==> src/rtl/ps2_host_rx_fifo_pkg.sv <==
// Shared types and constants for the PS/2 host receiver: FSM states,
// error-flag bit positions and the FIFO entry layout.
package ps2_pkg;

    typedef enum logic [2:0] {
        IDLE   = 3'd0,
        DATA   = 3'd1,
        PARITY = 3'd2,
        STOP   = 3'd3,
        PUSH   = 3'd4
    } ps2_state_e;

    localparam int PS2_FRAME_BITS = 11;

    localparam int ERR_START  = 0;
    localparam int ERR_PARITY = 1;
    localparam int ERR_STOP   = 2;

    typedef struct packed {
        logic [2:0] err;
        logic [7:0] data;
    } ps2_rx_entry_t;

    // Parity is checked over the eight data bits plus the received parity bit.
    function automatic logic parity_bad(input logic [7:0] d, input logic p, input logic odd);
        return (^{d, p}) != odd;
    endfunction

endpackage

==> src/rtl/ps2_host_rx_fifo_if.sv <==
// Valid/ready stream carrying decoded PS/2 bytes and their error flags.
interface ps2_host_rx_fifo_if;
    import ps2_pkg::*;

    logic [7:0] m_data;
    logic [2:0] m_err;
    logic       m_valid;
    logic       m_ready;

    modport master (output m_data, output m_err, output m_valid, input m_ready);
    modport slave  (input m_data, input m_err, input m_valid, output m_ready);

endinterface

==> src/rtl/ps2_host_rx_fifo_fifo.sv <==
// Generic synchronous FIFO with occupancy count; head entry is read
// combinationally from storage so a pop exposes the next entry at once.
module ps2_rx_fifo
    import ps2_pkg::*;
#(
    parameter int WIDTH = PS2_FRAME_BITS,
    parameter int DEPTH = 8
) (
    input  logic                         clk,
    input  logic                         rst,
    input  logic                         push,
    input  logic [WIDTH-1:0]             wdata,
    input  logic                         pop,
    output logic [WIDTH-1:0]             rdata,
    output logic                         valid,
    output logic [$clog2(DEPTH+1)-1:0]   level,
    output logic                         drop
);
    localparam int AW = $clog2(DEPTH);
    localparam int LW = $clog2(DEPTH + 1);

    logic [WIDTH-1:0] mem [DEPTH];
    logic [AW-1:0]    wr_ptr, rd_ptr;
    logic             full, do_push, do_pop;

    assign full    = (level == LW'(DEPTH));
    assign do_pop  = pop & (level != '0);
    // A full FIFO still accepts a write when the head leaves in the same cycle.
    assign do_push = push & (~full | do_pop);
    assign drop    = push & full & ~do_pop;

    always_ff @(posedge clk) begin
        if (rst) begin
            wr_ptr <= '0;
            rd_ptr <= '0;
            level  <= '0;
            for (int i = 0; i < DEPTH; i++) mem[i] <= '0;
        end else begin
            if (do_push) begin
                mem[wr_ptr] <= wdata;
                wr_ptr      <= wr_ptr + AW'(1);
            end
            if (do_pop) rd_ptr <= rd_ptr + AW'(1);
            case ({do_push, do_pop})
                2'b10:   level <= level + LW'(1);
                2'b01:   level <= level - LW'(1);
                default: level <= level;
            endcase
        end
    end

    assign rdata = mem[rd_ptr];
    assign valid = (level != '0);

endmodule

==> src/rtl/ps2_host_rx_fifo.sv <==
// PS/2 host receiver: pin synchronise/deglitch, frame FSM with watchdog,
// decoded-byte FIFO and a clock-inhibit request toward the pad.
module ps2_host_rx_fifo
    import ps2_pkg::*;
#(
    parameter int SYNC_STAGES    = 2,
    parameter int FILTER_LEN     = 4,
    parameter int TIMEOUT_CYCLES = 100000,
    parameter int DEPTH          = 8,
    parameter int PARITY_ODD     = 1
) (
    input  logic                         sys_clk,
    input  logic                         sys_rst,
    input  logic                         rx_en,
    input  logic                         ps2_clk,
    input  logic                         ps2_data,
    ps2_host_rx_fifo_if.master           m,
    output logic [$clog2(DEPTH+1)-1:0]   fifo_level,
    output logic                         overflow,
    output logic                         timeout,
    input  logic                         clr_flags,
    output logic                         ps2_clk_inhibit
);
    localparam int LW = $clog2(DEPTH + 1);
    localparam int TW = $clog2(TIMEOUT_CYCLES + 1);

    // Lane 0 is the PS/2 clock, lane 1 the PS/2 data; both idle high.
    logic [1:0] pin_raw, line_f;
    assign pin_raw = {ps2_data, ps2_clk};

    for (genvar i = 0; i < 2; i++) begin : g_line
        logic [SYNC_STAGES-1:0] sync_q;

        always_ff @(posedge sys_clk) begin
            if (sys_rst) sync_q <= '1;
            else         sync_q <= {sync_q[SYNC_STAGES-2:0], pin_raw[i]};
        end

        if (FILTER_LEN == 0) begin : g_bypass
            assign line_f[i] = sync_q[SYNC_STAGES-1];
        end else begin : g_filt
            localparam int CW = (FILTER_LEN > 1) ? $clog2(FILTER_LEN) : 1;
            logic [CW-1:0] cnt;
            logic          filt;

            // The filtered line flips only after FILTER_LEN consecutive disagreeing samples.
            always_ff @(posedge sys_clk) begin
                if (sys_rst) begin
                    cnt  <= '0;
                    filt <= 1'b1;
                end else if (sync_q[SYNC_STAGES-1] == filt) begin
                    cnt <= '0;
                end else if (cnt == CW'(FILTER_LEN - 1)) begin
                    filt <= sync_q[SYNC_STAGES-1];
                    cnt  <= '0;
                end else begin
                    cnt <= cnt + CW'(1);
                end
            end
            assign line_f[i] = filt;
        end
    end

    logic clk_f_q, strobe, data_f;
    assign data_f = line_f[1];

    always_ff @(posedge sys_clk) begin
        if (sys_rst) clk_f_q <= 1'b1;
        else         clk_f_q <= line_f[0];
    end

    assign strobe = rx_en & clk_f_q & ~line_f[0];

    ps2_state_e    state_q, state_d;
    logic [2:0]    bit_cnt;
    logic [7:0]    shift_q;
    logic          start_q, par_q, stop_q;
    logic [TW-1:0] wd_cnt;
    logic          push, wd_active, wd_expire;

    always_ff @(posedge sys_clk) begin
        if (sys_rst) state_q <= IDLE;
        else         state_q <= state_d;
    end

    always_comb begin
        state_d = state_q;
        case (state_q)
            IDLE:    if (strobe) state_d = DATA;
            DATA:    if (strobe && bit_cnt == 3'd7) state_d = PARITY;
            PARITY:  if (strobe) state_d = STOP;
            STOP:    if (strobe) state_d = PUSH;
            PUSH:    state_d = IDLE;
            default: state_d = IDLE;
        endcase
        if (wd_expire || !rx_en) state_d = IDLE;
    end

    always_comb begin
        push      = 1'b0;
        wd_active = 1'b0;
        case (state_q)
            DATA, PARITY, STOP: wd_active = 1'b1;
            PUSH:               push      = 1'b1;
            default:            ;
        endcase
        wd_expire = wd_active && (wd_cnt == TW'(TIMEOUT_CYCLES));
    end

    // Every bit is captured regardless of framing errors; errors are only flagged.
    always_ff @(posedge sys_clk) begin
        if (sys_rst) begin
            bit_cnt <= '0;
            shift_q <= '0;
            start_q <= 1'b0;
            par_q   <= 1'b0;
            stop_q  <= 1'b1;
            wd_cnt  <= '0;
        end else begin
            if (!wd_active || strobe) wd_cnt <= '0;
            else                      wd_cnt <= wd_cnt + TW'(1);
            if (strobe) begin
                case (state_q)
                    IDLE: begin
                        start_q <= data_f;
                        bit_cnt <= '0;
                    end
                    DATA: begin
                        shift_q <= {data_f, shift_q[7:1]};
                        bit_cnt <= bit_cnt + 3'd1;
                    end
                    PARITY:  par_q  <= data_f;
                    STOP:    stop_q <= data_f;
                    default: ;
                endcase
            end
        end
    end

    ps2_rx_entry_t wr_entry, head;
    logic          fifo_drop;

    always_comb begin
        wr_entry                  = '0;
        wr_entry.data             = shift_q;
        wr_entry.err[ERR_START]   = start_q;
        wr_entry.err[ERR_PARITY]  = parity_bad(shift_q, par_q, 1'(PARITY_ODD));
        wr_entry.err[ERR_STOP]    = ~stop_q;
    end

    ps2_rx_fifo #(
        .WIDTH ($bits(ps2_rx_entry_t)),
        .DEPTH (DEPTH)
    ) u_fifo (
        .clk   (sys_clk),
        .rst   (sys_rst),
        .push  (push),
        .wdata (wr_entry),
        .pop   (m.m_ready),
        .rdata (head),
        .valid (m.m_valid),
        .level (fifo_level),
        .drop  (fifo_drop)
    );

    assign m.m_data = head.data;
    assign m.m_err  = head.err;

    // Set beats clear; inhibit only requested while no frame is in flight.
    always_ff @(posedge sys_clk) begin
        if (sys_rst) begin
            overflow        <= 1'b0;
            timeout         <= 1'b0;
            ps2_clk_inhibit <= 1'b0;
        end else begin
            overflow        <= fifo_drop | (overflow & ~clr_flags);
            timeout         <= wd_expire | (timeout & ~clr_flags);
            ps2_clk_inhibit <= (fifo_level == LW'(DEPTH)) && (state_d == IDLE);
        end
    end

endmodule
==> src/flat_wrapper.sv <==
// flat-port wrapper written by rule: the top's interface ports become plain ports
module ps2_host_rx_fifo_flat import ps2_pkg::*;
#(
    parameter int SYNC_STAGES    = 2,
    parameter int FILTER_LEN     = 4,
    parameter int TIMEOUT_CYCLES = 100000,
    parameter int DEPTH          = 8,
    parameter int PARITY_ODD     = 1
)
  (sys_clk, sys_rst, rx_en, ps2_clk, ps2_data, fifo_level, overflow, timeout, clr_flags, ps2_clk_inhibit, m_m_data, m_m_err, m_m_valid, m_m_ready);
  ps2_host_rx_fifo_if m_i ();
  input  logic sys_clk;
  input  logic sys_rst;
  input  logic rx_en;
  input  logic ps2_clk;
  input  logic ps2_data;
  output logic [$clog2(DEPTH+1)-1:0] fifo_level;
  output logic overflow;
  output logic timeout;
  input  logic clr_flags;
  output logic ps2_clk_inhibit;
  output wire logic [$bits(m_i.m_data)-1:0] m_m_data;
  output wire logic [$bits(m_i.m_err)-1:0] m_m_err;
  output wire logic [$bits(m_i.m_valid)-1:0] m_m_valid;
  input wire logic [$bits(m_i.m_ready)-1:0] m_m_ready;
  assign m_m_data = m_i.m_data;
  assign m_m_err = m_i.m_err;
  assign m_m_valid = m_i.m_valid;
  assign m_i.m_ready = m_m_ready;
  ps2_host_rx_fifo #(.SYNC_STAGES(SYNC_STAGES), .FILTER_LEN(FILTER_LEN), .TIMEOUT_CYCLES(TIMEOUT_CYCLES), .DEPTH(DEPTH), .PARITY_ODD(PARITY_ODD)) u_core (.sys_clk(sys_clk), .sys_rst(sys_rst), .rx_en(rx_en), .ps2_clk(ps2_clk), .ps2_data(ps2_data), .m(m_i), .fifo_level(fifo_level), .overflow(overflow), .timeout(timeout), .clr_flags(clr_flags), .ps2_clk_inhibit(ps2_clk_inhibit));
endmodule
==> config.mk <==
export PLATFORM = sky130hd
export DESIGN_NAME = ps2_host_rx_fifo_flat
export DESIGN_NICKNAME = d
export VERILOG_FILES = /design/src/rtl/ps2_host_rx_fifo_pkg.sv /design/src/rtl/ps2_host_rx_fifo_if.sv /design/src/rtl/ps2_host_rx_fifo_fifo.sv /design/src/rtl/ps2_host_rx_fifo.sv /design/src/flat_wrapper.sv
export SDC_FILE = /design/constraint.sdc
export NUM_CORES = 1
export LEC_CHECK = 0
export BUFFER_PORTS_ARGS = -buffer_cell sky130_fd_sc_hd__buf_2
export CORE_ASPECT_RATIO = 0.7
export CORE_MARGIN = 3
export CORE_UTILIZATION = 40
export CTS_BUF_LIST = sky130_fd_sc_hd__clkbuf_2 sky130_fd_sc_hd__clkbuf_4 sky130_fd_sc_hd__clkbuf_8
export CTS_CLUSTER_DIAMETER = 30
export DETAILED_ROUTE_END_ITERATION = 12
export PLACE_DENSITY_LB_ADDON = 0.12
export SLEW_MARGIN = 20
export SYNTH_ARGS = -nofsm -noshare
export SYNTH_HDL_FRONTEND = slang
export SYNTH_SLANG_ARGS = --single-unit
==> constraint.sdc <==
create_clock -name sys_clk -period 3 [get_ports sys_clk]
set_input_delay 0.15 -clock sys_clk [delete_from_list [all_inputs] [get_ports sys_clk]]
set_output_delay 0.15 -clock sys_clk [all_outputs]
set_load 0.01 [all_outputs]
# After elaboration in Yosys (flattened, before gate mapping)
# Memory sizes are Yosys's and may differ from the RTL's. A register that Yosys moved wholly into a read port is not among the register bits.
# Index checks and enable logic that the tools add are counted.
# classes
n_addsub	8
n_mul	0
div	0
n_lt_le_gt_ge	0
n_eq_ne	13
shift	0
n_mux	20
bitwise_logic	19
n_reduce_logical	25
# ops
op	count
3-bit two-way mux	8
17-bit by 1-bit adder with 17-bit output (second input constant)	1
17-bit == test (second input constant)	1
2-bit AND reduction	7
3-bit case mux with 4 select lines	1
11-bit two-way mux	1
11-bit OR reduction	1
3-bit by 1-bit adder with 3-bit output (second input constant)	3
3-bit OR reduction	3
9-bit parity	1
1-bit bitwise AND	8
1-bit two-way mux	8
1-bit NOT	8
4-bit case mux with 2 select lines	1
2-bit == test (second input constant)	3
3-bit by 2-bit == test with 1-bit output (second input constant)	2
3-bit == test (second input constant)	2
3-bit logical NOT	2
3-bit case mux with 2 select lines	1
2-bit by 1-bit adder with 2-bit output (second input constant)	2
4-bit by 1-bit adder with 4-bit output (second input constant)	1
4-bit == test (second input constant)	1
2-bit nonzero test	2
4-bit nonzero test	1
9 further kinds	16
# totals
register_bits	58
latch_bits	0
mem_bits_rw	88
mem_bits_ro	0
in_bits	7
elab_cells	106
n_memories	1
# mem_list
memory	depth	word_bits	read_ports	rd_clocked_by_memory_dff	wr	line_no	source
u_core.u_fifo.mem	8	11	1	1	8	ps2_host_rx_fifo_fifo.sv:22	logic [WIDTH-1:0] mem [DEPTH];

# Logic depth before layout (Yosys ltp)
# depth
word_depth	9
ltp_mapped	8
mapped_depth_nobuf	8

# Hierarchy
# A second synthesis with hierarchy kept.
# unflattened
cells_unflattened	567
area_unflattened_um2	6887.9
# modules_own_cells
mod	instances	cells_per_inst	area_per_inst_um2
ps2_rx_fifo	1	335	4773.3
ps2_host_rx_fifo	1	232	2114.5

# Worst setup path after synthesis
# OpenSTA, ideal clock, no wires.
# synth_timing
path_type	register -> register
from	register u_core.state_q[2]
to	register u_core.u_fifo.level[3]
setup_ns	0.121
t_arrival_ns	2.216
required_time_ns	2.879
path_slack_ns	0.663
path_stages_with_launch	9
path_buffers	0
path_cell_list	dfxtp_1 > or3b_2 > nand2_1 > inv_1 > ha_1 > a21o_1 > a21oi_1 > mux2i_1 > mux2_2
# synth_via
elab_chain_len	5
elab_cells_between_ends	7
classes_between	eq/ne (3); mux (2); bitwise (1); reduce/logical (1)
# synth_rtl
element	line_no	source
start: declaration	ps2_host_rx_fifo.sv:74	ps2_state_e state_q, state_d;
start signal: assignment	ps2_host_rx_fifo.sv:83	else state_q <= state_d;
3-bit == test (*)	ps2_host_rx_fifo.sv:102	case (state_q)
1-bit two-way mux (*)	ps2_host_rx_fifo.sv:102	
1-bit bitwise AND (*)	ps2_host_rx_fifo_fifo.sv:29	assign do_push = push & (~full | do_pop);
2-bit by 1-bit == test with 1-bit output / 2-bit == test (equally long branches)	ps2_host_rx_fifo_fifo.sv:44	case ({do_push, do_pop})
4-bit case mux with 2 select lines / 2-bit nonzero test (equally long branches)	-	
end signal: assignment	ps2_host_rx_fifo_fifo.sv:45	2'b10: level <= level + LW'(1);
end signal: assignment	ps2_host_rx_fifo_fifo.sv:46	2'b01: level <= level - LW'(1);
end signal: assignment	ps2_host_rx_fifo_fifo.sv:47	default: level <= level;
end: declaration	ps2_host_rx_fifo_fifo.sv:16	output logic [$clog2(DEPTH+1)-1:0] level,
# Every way passes the cells marked *; elsewhere a longest branch is shown, timed or not.
# A chain may end at the register's enable or synchronous reset.

==> impl_metrics.json <==
{
  "outcome": "finished clean",
  "netlist_instances": 541,
  "fin_hold_ws_ns": 0.108,
  "cap_violations": 0,
  "wl_met1_um": 7140,
  "grt_pass1_vias": 4112,
  "ir_drop_mv": 0.283,
  "drtAntennaViolNets": 0,
  "rsz0062_at_grt": "no",
  "wl_per_cell_um": 17.4,
  "cpMostUsedCell": "buf_4",
  "topRoutingLayerUsed": "met4",
  "yosys.area_share.simple_pct": 19.3,
  "crit_type": "flip-flop to flip-flop",
  "critPathMaxFanout": 12,
  "path_buf_inv": 2,
  "grt_max_degree": 50,
  "yosys_warnings": 0,
  "boundaryPins": 26,
  "drt-pass1-iter-count": 5,
  "num_antenna_cells": 0,
  "htree_num_levels": 4,
  "num_rows": 39,
  "die_h_um": 115,
  "reg2reg_to": "u_core.u_fifo.mem[4][9]",
  "ys_seq_elements": 149,
  "min_period_over_period_pct": 87.2,
  "cts-resized-gates": 0,
  "min_path_cells": 3,
  "synthFlopType": "edfxtp_1",
  "start_util_pct": 41.1,
  "gp_congestion": 0.807,
  "worst_slew_margin_rel_pct": 35.0,
  "r2r_cells": 6,
  "hold_path.class": "input pin to flip-flop",
  "cts_buffer_depth": 2,
  "avgSynthCellArea_um2": 12.4,
  "period_needed_ns": 2.62,
  "clock_latency_ns": 0.44,
  "setup_violations": 0,
  "startpoint_type": "flip-flop",
  "clock.fmax_mhz": 382,
  "setup_tns_ns": 0,
  "synth_compound_area_share_pct": 3.51,
  "required_ns": 3.15,
  "leakagePower_nw": 2.62,
  "min-delay-start": "sys_rst",
  "p_per_area_mw_per_mm2": 633,
  "slowest_stage": "or4b_1",
  "synth_most_common_cell": "edfxtp_1",
  "path_clk_slew_ns": 0.08,
  "fillers": 1573,
  "fin_util_pct": 45.8,
  "crit_family": "simple AND/OR/NAND/NOR gates",
  "max_slew.worst_pin.slew_ns": 0.967,
  "synth_fa_ha_area_share_pct": 2.16,
  "nNetsFinal": 582,
  "slew_viol_final": 0,
  "postCtsSetupRepairBufs": 0,
  "synthToLayoutAreaGrowth_pct": 11.5,
  "cts_sinks": 149,
  "synth_edf_count": 88,
  "die_area_mm2": 0.0184,
  "drt_iter0_markers": 191,
  "cts_root_buf": "clkbuf_8",
  "synth-seq-area-share_pct": 57.4,
  "die_x_um": 161,
  "hold_viol": 0,
  "synthMuxAreaShare_pct": 11.2,
  "port_buffers": 25,
  "rrSetupSlack_ns": 0.38,
  "finClkSkew_ns": 0.0106,
  "via_per_inst": 5.07,
  "syn-num-nets": 559,
  "cts_buffers": 17,
  "async_flop_share_pct": 0,
  "synth_top_area_share_pct": 39.3,
  "path_cells": "or4b_1, o21ai_1, buf_4, nor4b_1, buf_4, or2_2",
  "slowest_delay_ns": 0.65,
  "antenna_found_initial": 0,
  "grt-ovfl-total": 0,
  "wl_met2_um": 5980,
  "routed_wl_um": 14000,
  "num_vias": 4066,
  "yosys.area.top_type": "edfxtp_1",
  "holdBufCountCts": 3,
  "rr_startpoint": "u_core.u_fifo.level[0]",
  "drc": 0,
  "route.met3.wl_um": 708,
  "coreArea_mm2": 0.0164,
  "drive_gt1_share_pct": 21.1,
  "grt_pass1_wl_um": 22500,
  "synth.distinct_cells": 56,
  "synth_top_family_by_area": "simple AND/OR/NAND/NOR gates",
  "whs_endpoint": "u_core.data_f",
  "ys_top_cells_by_count": "edfxtp_1, and2_1, dfxtp_1, nor2_1, clkbuf_1",
  "synth_area_leaders": "edfxtp_1, dfxtp_1, mux4_2, and2_1, xnor2_1",
  "dp_hpwl_um": 9770,
  "synth_xor_xnor_area_share_pct": 3.33,
  "cp-end-kind": "flip-flop",
  "track_usage_pct": 16.2,
  "arrival_ns": 2.77,
  "cts_tree": "built",
  "synth_area_mm2": 0.00673
}
## power by group
group	switching [mW]	total [mW]	internal (mW)	leakage, nW
sequential	0.0688	2.33	2.26	1.33
clock	0.779	1.60	0.826	0.189
combinational	0.412	0.817	0.405	1.11
total	1.26	4.75	3.49	2.62
## worst max path at each step
stage / startpoint / to / slack, ns / depth (start not counted)
finish: u_core.u_fifo.level[0] / u_core.u_fifo.mem[4][9] / 0.38 / 6
floorplan: u_core.state_q[2] / u_core.u_fifo.level[3] / 0.66 / 8
CTS: u_core.u_fifo.level[0] / u_core.u_fifo.mem[4][9] / 0.43 / 6
detailed placement: u_core.u_fifo.level[0] / u_core.u_fifo.mem[4][9] / 0.45 / 6
global route: u_core.u_fifo.level[0] / u_core.u_fifo.mem[3][4] / 0.24 / 5
global placement: u_core.state_q[0] / u_core.u_fifo.level[3] / 0.48 / 8
## final cells by class
| class | count | area, µm² | share of cell area (%) |
|---|---|---|---|
| Sequential cell | 149 | 3860 | 51.5 |
| Multi-Input combinational cell | 342 | 2660 | 35.4 |
| Tap cell | 225 | 282 | 3.75 |
| Clock buffer | 17 | 234 | 3.12 |
| Timing Repair Buffer | 38 | 230 | 3.07 |
| Clock inverter | 15 | 179 | 2.38 |
| Inverter | 16 | 60.1 | 0.800 |
## flip-flops by register name, indices dropped and copies added (netlist names), 3 cells and up, named ones only
| signal | cells |
|---|---|
| u_core.bit_cnt | 3 |
| u_core.g_line.g_filt.cnt | 4 |
| u_core.g_line.sync_q | 4 |
| u_core.shift_q | 8 |
| u_core.state_q | 3 |
| u_core.u_fifo.level | 4 |
| u_core.u_fifo.mem | 88 |
| u_core.u_fifo.rd_ptr | 3 |
| u_core.u_fifo.wr_ptr | 3 |
| u_core.wd_cnt | 17 |
## logic make-up after synthesis
group / after synthesis
AO/OA/AOI/OAI: 37
XOR/XNOR: 24
adder cells (fa/ha/maj): 11
buffers and inverters: 50
flip-flops: 149
multiplexers: 46
AND/OR/NAND/NOR: 224
## metrics by stage
step / power (mW) / setup WS (ns) / area, µm² / std cells
global placement: 3.18 / 0.482 / 7060 / 767
finish: 4.75 / 0.383 / 7500 / 802
CTS: 4.81 / 0.429 / 7500 / 802
global route: 4.99 / 0.243 / 7500 / 802
detailed placement: 3.19 / 0.454 / 7060 / 767
floorplan: 2.94 / 0.663 / 6730 / 541
## cell usage in the layout, fill, tap and decap left out, drive strengths merged, types with 13 or more instances in the layout
cell	instances
a21oi	14
and2	72
buf	35
clkbuf	17
dfxtp	61
edfxtp	88
inv	19
mux2	14
mux4	22
nand2	18
nand3	13
nor2	41
nor2b	15
or2	13
xnor2	19
## worst min-delay path: stages
cell and delay, ns:
buf_2 0.14, inv_1 0.12, o211ai_1 0.09
## metal layers
metal,GRT usage [%],vias up
met5,0,-
met4,4.58,0
met3,4.01,10
met2,23.6,87
met1,23.9,1988
li1,-,1981
Note: power is estimated with default switching activity, not from simulation.
